$ cat src/rtl/sys_array_buf.sv
// -----------------------------------------------------------------------------
// sys_array_buf
//   Small register-file array shared between the CPU syscall path and a user
//   confirm/edit path. The CPU side walks the array sequentially through
//   `index`. INPUT_INT syscalls read an entry into sys_inf_in, and OUTPUT_INT
//   syscalls write sys_inf_out[15:0] into an entry. The user side writes
//   cur_num into array[cur_index] on each rising edge of confirm_efct.
//
// Ports
//   clk           system clock, rising-edge active
//   rst           synchronous, active-low reset
//   sysc_mp       syscall request level (rising edge = request)
//   sys_op        syscall operation code
//   sys_inf_out   CPU output data (bits [15:0] used)
//   confirm_efct  debounced user confirm level (rising edge = write)
//   cur_index     user-selected entry
//   cur_num       user value written on confirm
//   sys_inf_in    data returned to the CPU for input syscalls
//   sys_ack       one-cycle completion pulse per serviced syscall
//   index         sequential CPU-side traversal pointer
//   rd_data       array[cur_index], combinational
//   wrap          one-cycle pulse when index wraps to 0
// -----------------------------------------------------------------------------
`ifndef SYS_OP_LENGTH
`define SYS_OP_LENGTH 4
`endif
`ifndef SYSCALL_INPUT_INT
`define SYSCALL_INPUT_INT 4'd5
`endif
`ifndef SYSCALL_OUTPUT_INT
`define SYSCALL_OUTPUT_INT 4'd1
`endif

module sys_array_buf #(
    parameter int ARRAY_SIZE = 16,
    parameter int NUM_SIZE   = 16
) (
    input  logic                      clk,
    input  logic                      rst,
    input  logic                      sysc_mp,
    input  logic [`SYS_OP_LENGTH-1:0] sys_op,
    input  logic [31:0]               sys_inf_out,
    input  logic                      confirm_efct,
    input  logic [3:0]                cur_index,
    input  logic [NUM_SIZE-1:0]       cur_num,
    output logic [31:0]               sys_inf_in,
    output logic                      sys_ack,
    output logic [3:0]                index,
    output logic [NUM_SIZE-1:0]       rd_data,
    output logic                      wrap
);

    localparam int         IDX_W    = (ARRAY_SIZE > 1) ? $clog2(ARRAY_SIZE) : 1;
    localparam logic [3:0] LAST_IDX = 4'(ARRAY_SIZE - 1);

    localparam logic [1:0] S_IDLE = 2'd0;
    localparam logic [1:0] S_EXEC = 2'd1;
    localparam logic [1:0] S_ACK  = 2'd2;

    logic [1:0]                state_q, state_d;
    logic [`SYS_OP_LENGTH-1:0] op_q, op_d;
    logic [3:0]                index_q, index_d;
    logic [31:0]               inf_q, inf_d;
    logic                      wrap_q, wrap_d;
    logic                      sys_pend_q, sys_pend_d;
    logic                      conf_req_q, conf_req_d;
    logic                      conf_def_q, conf_def_d;
    logic [3:0]                conf_idx_q, conf_idx_d;
    logic [NUM_SIZE-1:0]       conf_num_q, conf_num_d;
    logic [NUM_SIZE-1:0]       arr_q [ARRAY_SIZE];
    logic [NUM_SIZE-1:0]       arr_d [ARRAY_SIZE];

    // Edge-detect history; live_q masks the first cycle after reset so a
    // level already high at release is not taken as an edge.
    logic sysc_prev_q, conf_prev_q, live_q;
    logic sysc_edge, conf_edge;
    logic exec_wr;
    logic [3:0] next_idx;
    logic unused_hi;

    assign sysc_edge = live_q & sysc_mp & ~sysc_prev_q;
    assign conf_edge = live_q & confirm_efct & ~conf_prev_q;
    assign exec_wr   = (state_q == S_EXEC) && (op_q == `SYSCALL_OUTPUT_INT);
    assign next_idx  = (index_q == LAST_IDX) ? 4'd0 : index_q + 4'd1;
    assign unused_hi = ^sys_inf_out[31:16];

    always_comb begin
        state_d    = state_q;
        op_d       = op_q;
        index_d    = index_q;
        inf_d      = inf_q;
        wrap_d     = 1'b0;
        sys_pend_d = sys_pend_q;
        arr_d      = arr_q;

        case (state_q)
            S_IDLE: begin
                if (sysc_edge || sys_pend_q) begin
                    state_d    = S_EXEC;
                    op_d       = sys_op;
                    sys_pend_d = 1'b0;
                end
            end
            S_EXEC: begin
                state_d = S_ACK;
                if (sysc_edge) sys_pend_d = 1'b1;
                if (op_q == `SYSCALL_INPUT_INT) begin
                    inf_d   = 32'(arr_q[index_q[IDX_W-1:0]]);
                    index_d = next_idx;
                    wrap_d  = (index_q == LAST_IDX);
                end else if (op_q == `SYSCALL_OUTPUT_INT) begin
                    arr_d[index_q[IDX_W-1:0]] = NUM_SIZE'(sys_inf_out[15:0]);
                    index_d = next_idx;
                    wrap_d  = (index_q == LAST_IDX);
                end
            end
            S_ACK: begin
                state_d = S_IDLE;
                if (sysc_edge) sys_pend_d = 1'b1;
            end
            default: state_d = S_IDLE;
        endcase

        // Confirm path: edge captures index/value, the write lands one cycle
        // later, or two if that cycle is an EXEC output write. Applied after
        // the EXEC write so a deferred confirm to the same entry wins.
        conf_req_d = conf_edge;
        conf_idx_d = conf_edge ? cur_index : conf_idx_q;
        conf_num_d = conf_edge ? cur_num   : conf_num_q;
        conf_def_d = conf_req_q & exec_wr;
        if ((conf_req_q && !exec_wr) || conf_def_q)
            arr_d[conf_idx_q[IDX_W-1:0]] = conf_num_q;
    end

    always_ff @(posedge clk) begin
        if (!rst) begin
            state_q     <= S_IDLE;
            op_q        <= '0;
            index_q     <= '0;
            inf_q       <= '0;
            wrap_q      <= 1'b0;
            sys_pend_q  <= 1'b0;
            conf_req_q  <= 1'b0;
            conf_def_q  <= 1'b0;
            conf_idx_q  <= '0;
            conf_num_q  <= '0;
            sysc_prev_q <= 1'b0;
            conf_prev_q <= 1'b0;
            live_q      <= 1'b0;
            for (int unsigned i = 0; i < ARRAY_SIZE; i++)
                arr_q[i] <= NUM_SIZE'(ARRAY_SIZE - i);
        end else begin
            state_q     <= state_d;
            op_q        <= op_d;
            index_q     <= index_d;
            inf_q       <= inf_d;
            wrap_q      <= wrap_d;
            sys_pend_q  <= sys_pend_d;
            conf_req_q  <= conf_req_d;
            conf_def_q  <= conf_def_d;
            conf_idx_q  <= conf_idx_d;
            conf_num_q  <= conf_num_d;
            sysc_prev_q <= sysc_mp;
            conf_prev_q <= confirm_efct;
            live_q      <= 1'b1;
            arr_q       <= arr_d;
        end
    end

    assign sys_inf_in = inf_q;
    assign sys_ack    = (state_q == S_ACK);
    assign index      = index_q;
    assign wrap       = wrap_q;
    assign rd_data    = arr_q[cur_index[IDX_W-1:0]];

endmodule

$ cat config.mk
export PLATFORM = sky130hd
export DESIGN_NAME = sys_array_buf
export DESIGN_NICKNAME = d
export VERILOG_FILES = /design/src/rtl/sys_array_buf.sv
export SDC_FILE = /design/constraint.sdc
export NUM_CORES = 1
export LEC_CHECK = 0
export ABC_AREA = 1
export BUFFER_PORTS_ARGS = -buffer_cell sky130_fd_sc_hd__clkbuf_2
export CORE_MARGIN = 2
export CORE_UTILIZATION = 40
export DETAILED_ROUTE_END_ITERATION = 8
export SETUP_SLACK_MARGIN = 0.15
export SLEW_MARGIN = 20
export SYNTH_ARGS = -nofsm -noshare
export SYNTH_HDL_FRONTEND = slang
export SYNTH_SLANG_ARGS = --single-unit
$ cat constraint.sdc
create_clock -name clk -period 2.5 [get_ports clk]
set_input_delay 0.25 -clock clk [delete_from_list [all_inputs] [get_ports clk]]
set_output_delay 0.25 -clock clk [all_outputs]
set_load 0.03 [all_outputs]
Word level (Yosys, flattened, before mapping)

Index checks and enable logic that the tools add are counted.

Bits in registers: 309
Input port bits: 60
Output and inout port bits: 54
Logic and storage cells: 95

Add/sub/neg operators: 1
Magnitude comparators: 5
Eq/ne operators: 7
Muxes and demuxes: 27
Bitwise gates (word level): 10
Reduce and logical (&&, ||, !) cells: 16

Operators with widths:

| operator              | number |
|---|---|
| $mux W256             | 4 |
| $bwmux W256           | 2 |
| $bmux W16 S4          | 2 |
| $demux W16 S4         | 2 |
| $mux W16              | 6 |
| $ge A5 B5 Y1 const B  | 3 |
| $not A4 Y5            | 3 |
| $mux W4               | 3 |
| $lt A5 B1 Y1 const B  | 2 |
| $reduce_and A2 Y1     | 4 |
| $and A1 B1 Y1         | 5 |
| $mux W1               | 5 |
| $add A4 B1 Y4 const B | 1 |
| $eq A4 B1 Y1 const B  | 1 |
| $eq A4 B3 Y1 const B  | 1 |
| $eq A4 B4 Y1 const B  | 1 |
| $logic_and A1 B1 Y1   | 4 |
| $pmux W2 S2           | 1 |
| $reduce_bool A2 Y1    | 2 |
| $reduce_and A3 Y1     | 1 |
| $eq A2 B1 Y1 const B  | 1 |
| $eq A2 B2 Y1 const B  | 1 |
| $logic_not A2 Y1      | 1 |
| $logic_or A1 B1 Y1    | 2 |
| other kinds (7)       | 8 |

Logic depth before layout (Yosys ltp)

Depth in word-level cells: 11
Mapped depth: 13
Mapped depth without buffers: 11

Worst setup path before layout

Ideal clock, no wire load.

Path kind: register -> register
Start: reg index_q[0] (netlist: index[0])
End: reg arr_q[210] (netlist bit)
Setup time: 0.112 ns
Arrival: 2.205 ns
Data required time: 2.388 ns
Path slack: 0.183 ns
Stages on the path, launching flop included: 12
Path buffers: 3
Clock period less this slack: 2.317 ns
Path through: dfxtp_1 > clkinv_1 > clkbuf_1 > clkbuf_1 > ha_1 > nand2_1 > nor2_4 > nand2_2 > clkbuf_1 > o21ai_0 > nand2_1 > nand2_1

Word-level cells in the longest chain between the ends: 11
Elaborated cells on any way between the ends: 12
Classes of those cells: order compare (2); mux (8); bitwise (1); reduce/logical (1)

RTL lines:

| element                                                                   | line | text |
|---|---|---|
| start, declared                                                           | 62   | `logic [3:0] index_q, index_d;` |
| start signal, assigned                                                    | 155  | `index_q <= index_d;` |
| $not A4 Y5 (not written as such) *                                        | 112  | `arr_d[index_q[IDX_W-1:0]] = NUM_SIZE'(sys_inf_out[15:0]);` |
| $ge A5 B5 Y1 (not written as such) / $lt A5 B1 Y1 (equally long branches) | 112  |  |
| $logic_and A1 B1 Y1 (not written as such)                                 | 112  |  |
| $mux W16 (not written as such)                                            | 112  |  |
| $demux W16 S4 *                                                           | 112  |  |
| $bwmux W256 *                                                             | 112  |  |
| $mux W256 *                                                               | 111  | `` end else if (op_q == `SYSCALL_OUTPUT_INT) begin `` |
| $mux W256 *                                                               | 107  | `` if (op_q == `SYSCALL_INPUT_INT) begin `` |
| $mux W256 *                                                               | 96   | `case (state_q)` |
| $bwmux W256                                                               | 132  | `arr_d[conf_idx_q[IDX_W-1:0]] = conf_num_q;` |
| $mux W256 *                                                               | 131  | `if ((conf_req_q && !exec_wr) \|\| conf_def_q)` |
| end signal, assigned by index                                             | 151  | `arr_q[i] <= NUM_SIZE'(ARRAY_SIZE - i);` |
| end signal, assigned                                                      | 166  | `arr_q <= arr_d;` |
| end, declared                                                             | 70   | `logic [NUM_SIZE-1:0] arr_q [ARRAY_SIZE];` |

Every way passes the cells marked *; elsewhere a longest branch is shown, timed or not.
A chain may end at the register's enable or synchronous reset.

Worst setup path after layout

Start: reg arr_q[36] (netlist bit)
End: out rd_data[4]

Word-level cells in the longest chain between the ends: 3

RTL lines:

| element                                     | line | text |
|---|---|---|
| $bmux W16 S4                                | 174  | `assign rd_data = arr_q[cur_index[IDX_W-1:0]];` |
| $mux W16 (not written as such) (2 in a row) | 174  |  |
| end, declared                               | 49   | `output logic [NUM_SIZE-1:0] rd_data,` |

No other way between the ends. The select of a mux whose other input is x is not followed.

==> results.py <==
metrics = {
    "detailed_routing": {
        "viasPerCell": 5.472,
        "vias": 24480,
        "routedWlPerCell_um": 20.73,
        "detail_route.iter0.violations": 3126,
        "wl_mm": 92.70,
        "post_detailed_route_drc_marker_count": 0,
        "firstDrtPassIters": 6,
        "postRouteAntennaNets": 0,
    },
    "die": {
        "die_w_um": 234.8,
        "die_height_um": 234.8,
        "core-area_um2": 52660,
        "placementRows": 84,
        "initial_core_util_pct": 40.46,
        "ioPinCount": 114,
        "fp.dieArea_um2": 55130,
    },
    "timing": {
        "fin_worst_skew_ns": 0.02628,
        "min_period_over_period_pct": 92.13,
        "final-max-slew-violation-count": 0,
        "worst-slew-pin-transition_ns": 0.7971,
        "rsz0062_at_grt": "no",
        "fin_tns_setup_ns": 0,
        "finalWorstSetupSlack_ns": 0.1967,
        "timing.final.setup_violations": 0,
        "final_number_of_hold_violating_endpoints": 0,
        "fmax_ghz": 0.4342,
        "fin_crit_ns": 2.303,
        "slew-limit-headroom_pct": 46.86,
    },
    "cts": {
        "clock_sink_count": 309,
        "clkTransAtPathRegs_ns": 0.06,
        "maximum_level_of_the_cts_h_tree": 2,
        "root_buffer": "clkbuf_16",
        "max-clock-path-buffers": 3,
        "clock_latency_ns": 0.59,
        "cts_tree": "done",
        "cts-buffers-inserted": 39,
    },
    "grt": {
        "grt_use_met2_pct": 47.85,
        "grt_antenna_before_repair": 1,
        "wire_length_of_the_first_global_routing_pass_mm": 138.1,
        "via_count_of_the_first_global_routing_pass": 21580,
        "grt_usage_pct": 32.46,
        "gr-usage-met3_pct": 8.729,
        "grt_start_max_net_pins": 151,
        "global_route_met1_usage_pct": 43.93,
        "gr-total-overflow": 0,
        "grt_most_used_layer": "met2",
    },
    "cells_and_area": {
        "synthToLayoutAreaGrowth_pct": 11.72,
        "multi_input_comb_area_um2": 12540,
        "regArea_um2": 6193,
        "layout.cells.most_common_list": "nand2_1 (1195), nand3_1 (682), nor2_1 (558)",
        "layout_net_count": 3821,
        "mostFrequentLayoutCell": "nand2_1",
        "fillerInstances": 5726,
        "post_route_cells_drive_above_1_share_pct": 8.245,
        "final_area_um2": 23800,
    },
    "setup_path": {
        "worstSetupStartpoint": "arr_q[36]",
        "crit-reg2reg-launch": "index[1]",
        "crit_arrival_ns": 2.05,
        "startpoint_type": "flop",
        "worst-r2r-cell-count": 9,
        "endpoint_kind": "output pin",
        "reg2reg_setup_slack_ns": 0.33,
        "worst-path-max-fanout": 3,
        "worst_ep_required_time_ns": 2.25,
        "timing.setup.critical_path_class": "flop to output pin",
    },
    "power": {
        "power_density_nw_per_um2": 538.9,
        "pwr-share-comb_pct": 14.2,
        "switching_share_pct": 30.56,
        "power.clock.fraction_pct": 46.5,
        "intPower_mw": 8.907,
        "netSwitchingPower_mw": 3.920,
        "power.share.sequential_pct": 39.3,
        "p_leak_nw": 11.43,
        "vdd.ir_drop.worst_mv": 0.4290,
    },
    "yosys": {
        "synthesis.instances": 3810,
        "synthesis.area_um2": 21310,
        "synth-seq-cells": 309,
        "ys_warn_count": 0,
        "syn_avg_cell_area_um2": 5.592,
        "seq_area_frac_synth_pct": 29.03,
        "yosys_cell_types": 26,
    },
    "placed_design": {
        "place.gp.congestion": 0.9286,
        "port_buffers": 81,
        "placed_cell_area_um2": 22190,
        "pre_cts_slack_ns": 0.3031,
        "hpwlAfterDp_mm": 59.21,
    },
    "run_status": {
        "status": "finished, final reports clean",
    },
    "worst_hold_path": {
        "worstHoldStart": "cur_num[2]",
        "hold-path-cell-count": 3,
        "hold_class": "primary input to flop",
    },
    "run": {
        "max_cap_viol_count": 0,
    },
}
## worst max-delay path, cell delays in order, from the launching register on
cell and delay, ns:
dfxtp_1 0.37, o21ai_0 0.12, o211ai_1 0.37, nand3_1 0.17, nand2_1 0.20, clkbuf_2 0.24
## metal layers
metal,wire [um],vias to the layer above
met2,39260,1341
met3,11000,203
li1,-,11870
met5,0,-
met4,4497,0
met1,37950,11060
## registers in the layout (all words and copies together), names as in the netlist
name / cells
wrap: 1
sys_inf_in: 16
sysc_prev_q: 1
conf_def_q: 1
conf_prev_q: 1
op_q: 4
state_q: 2
arr_q: 256
live_q: 1
sys_pend_q: 1
conf_req_q: 1
conf_num_q: 16
index: 4
conf_idx_q: 4
## synth_stat cells, drive strengths merged
master / number / share of area [%]
a21oi: 132 / 3.1
nor3: 9 / 0.31
clkinv: 21 / 0.37
nor2: 570 / 10
o211ai: 19 / 0.67
a211oi: 1 / 0.035
conb: 1 / 0.018
ha: 7 / 0.41
buf: 162 / 4.4
nand2: 1212 / 22
clkbuf: 159 / 2.8
inv: 283 / 5.0
dfxtp: 309 / 29
nand3: 692 / 16
o21ai: 233 / 5.5
## per-stage QoR
step,cells,power (mW),hold slack [ns],util (%)
after floorplan,3825,6.218,0.2777,-
after global placement,4375,6.862,0.4286,42.14
after detailed placement,4375,6.868,0.4313,42.14
after CTS,4469,12.80,0.003029,45.06
after global routing,4472,13.19,0.05287,45.20
final,4473,12.83,0.005796,45.20
## final timing paths
path                   endpoint
hold reg to reg   conf_num_q[7]
setup reg to reg     arr_q[198]
hold / removal    conf_num_q[2]
setup / recovery     rd_data[4]
## power by group through the flow
stage	sequential, mW	combinational (mW)	clock [mW]
6_report	5.04	1.82	5.97
5_1_grt	5.04	1.92	6.22
4_1_cts	5.04	1.75	6.01
3_5_place_dp	5.15	1.72	0
3_3_place_gp	5.15	1.72	0
2_1_floorplan	5.14	1.08	0
## cells by family after synthesis
family	count (synthesis)	share of synthesized area [%]
flip-flops	309	29.03
other	1	0.01760
adder cells (fa/ha/maj)	7	0.4111
buffers and inverters	625	12.55
AO/OA/AOI/OAI	385	9.279
AND/OR/NAND/NOR	2483	48.71
## cell type report
class,instances,area share (%)
clock buffer,55,4.736
clock inverter,16,0.7517
multi-input combinational,2891,52.70
antenna,1,0.01051
inverter,304,4.862
tap,688,3.616
timing repair buffer,209,7.307
sequential,309,26.02
## timing repair
action	in CTS	in global routing
buffers inserted	0	3
endpoints found under the setup margin	0	28
hold buffers	23	0
resized for setup	0	5
hold endpoints to repair	22	0
Note: power is estimated with default switching activity, not from simulation.
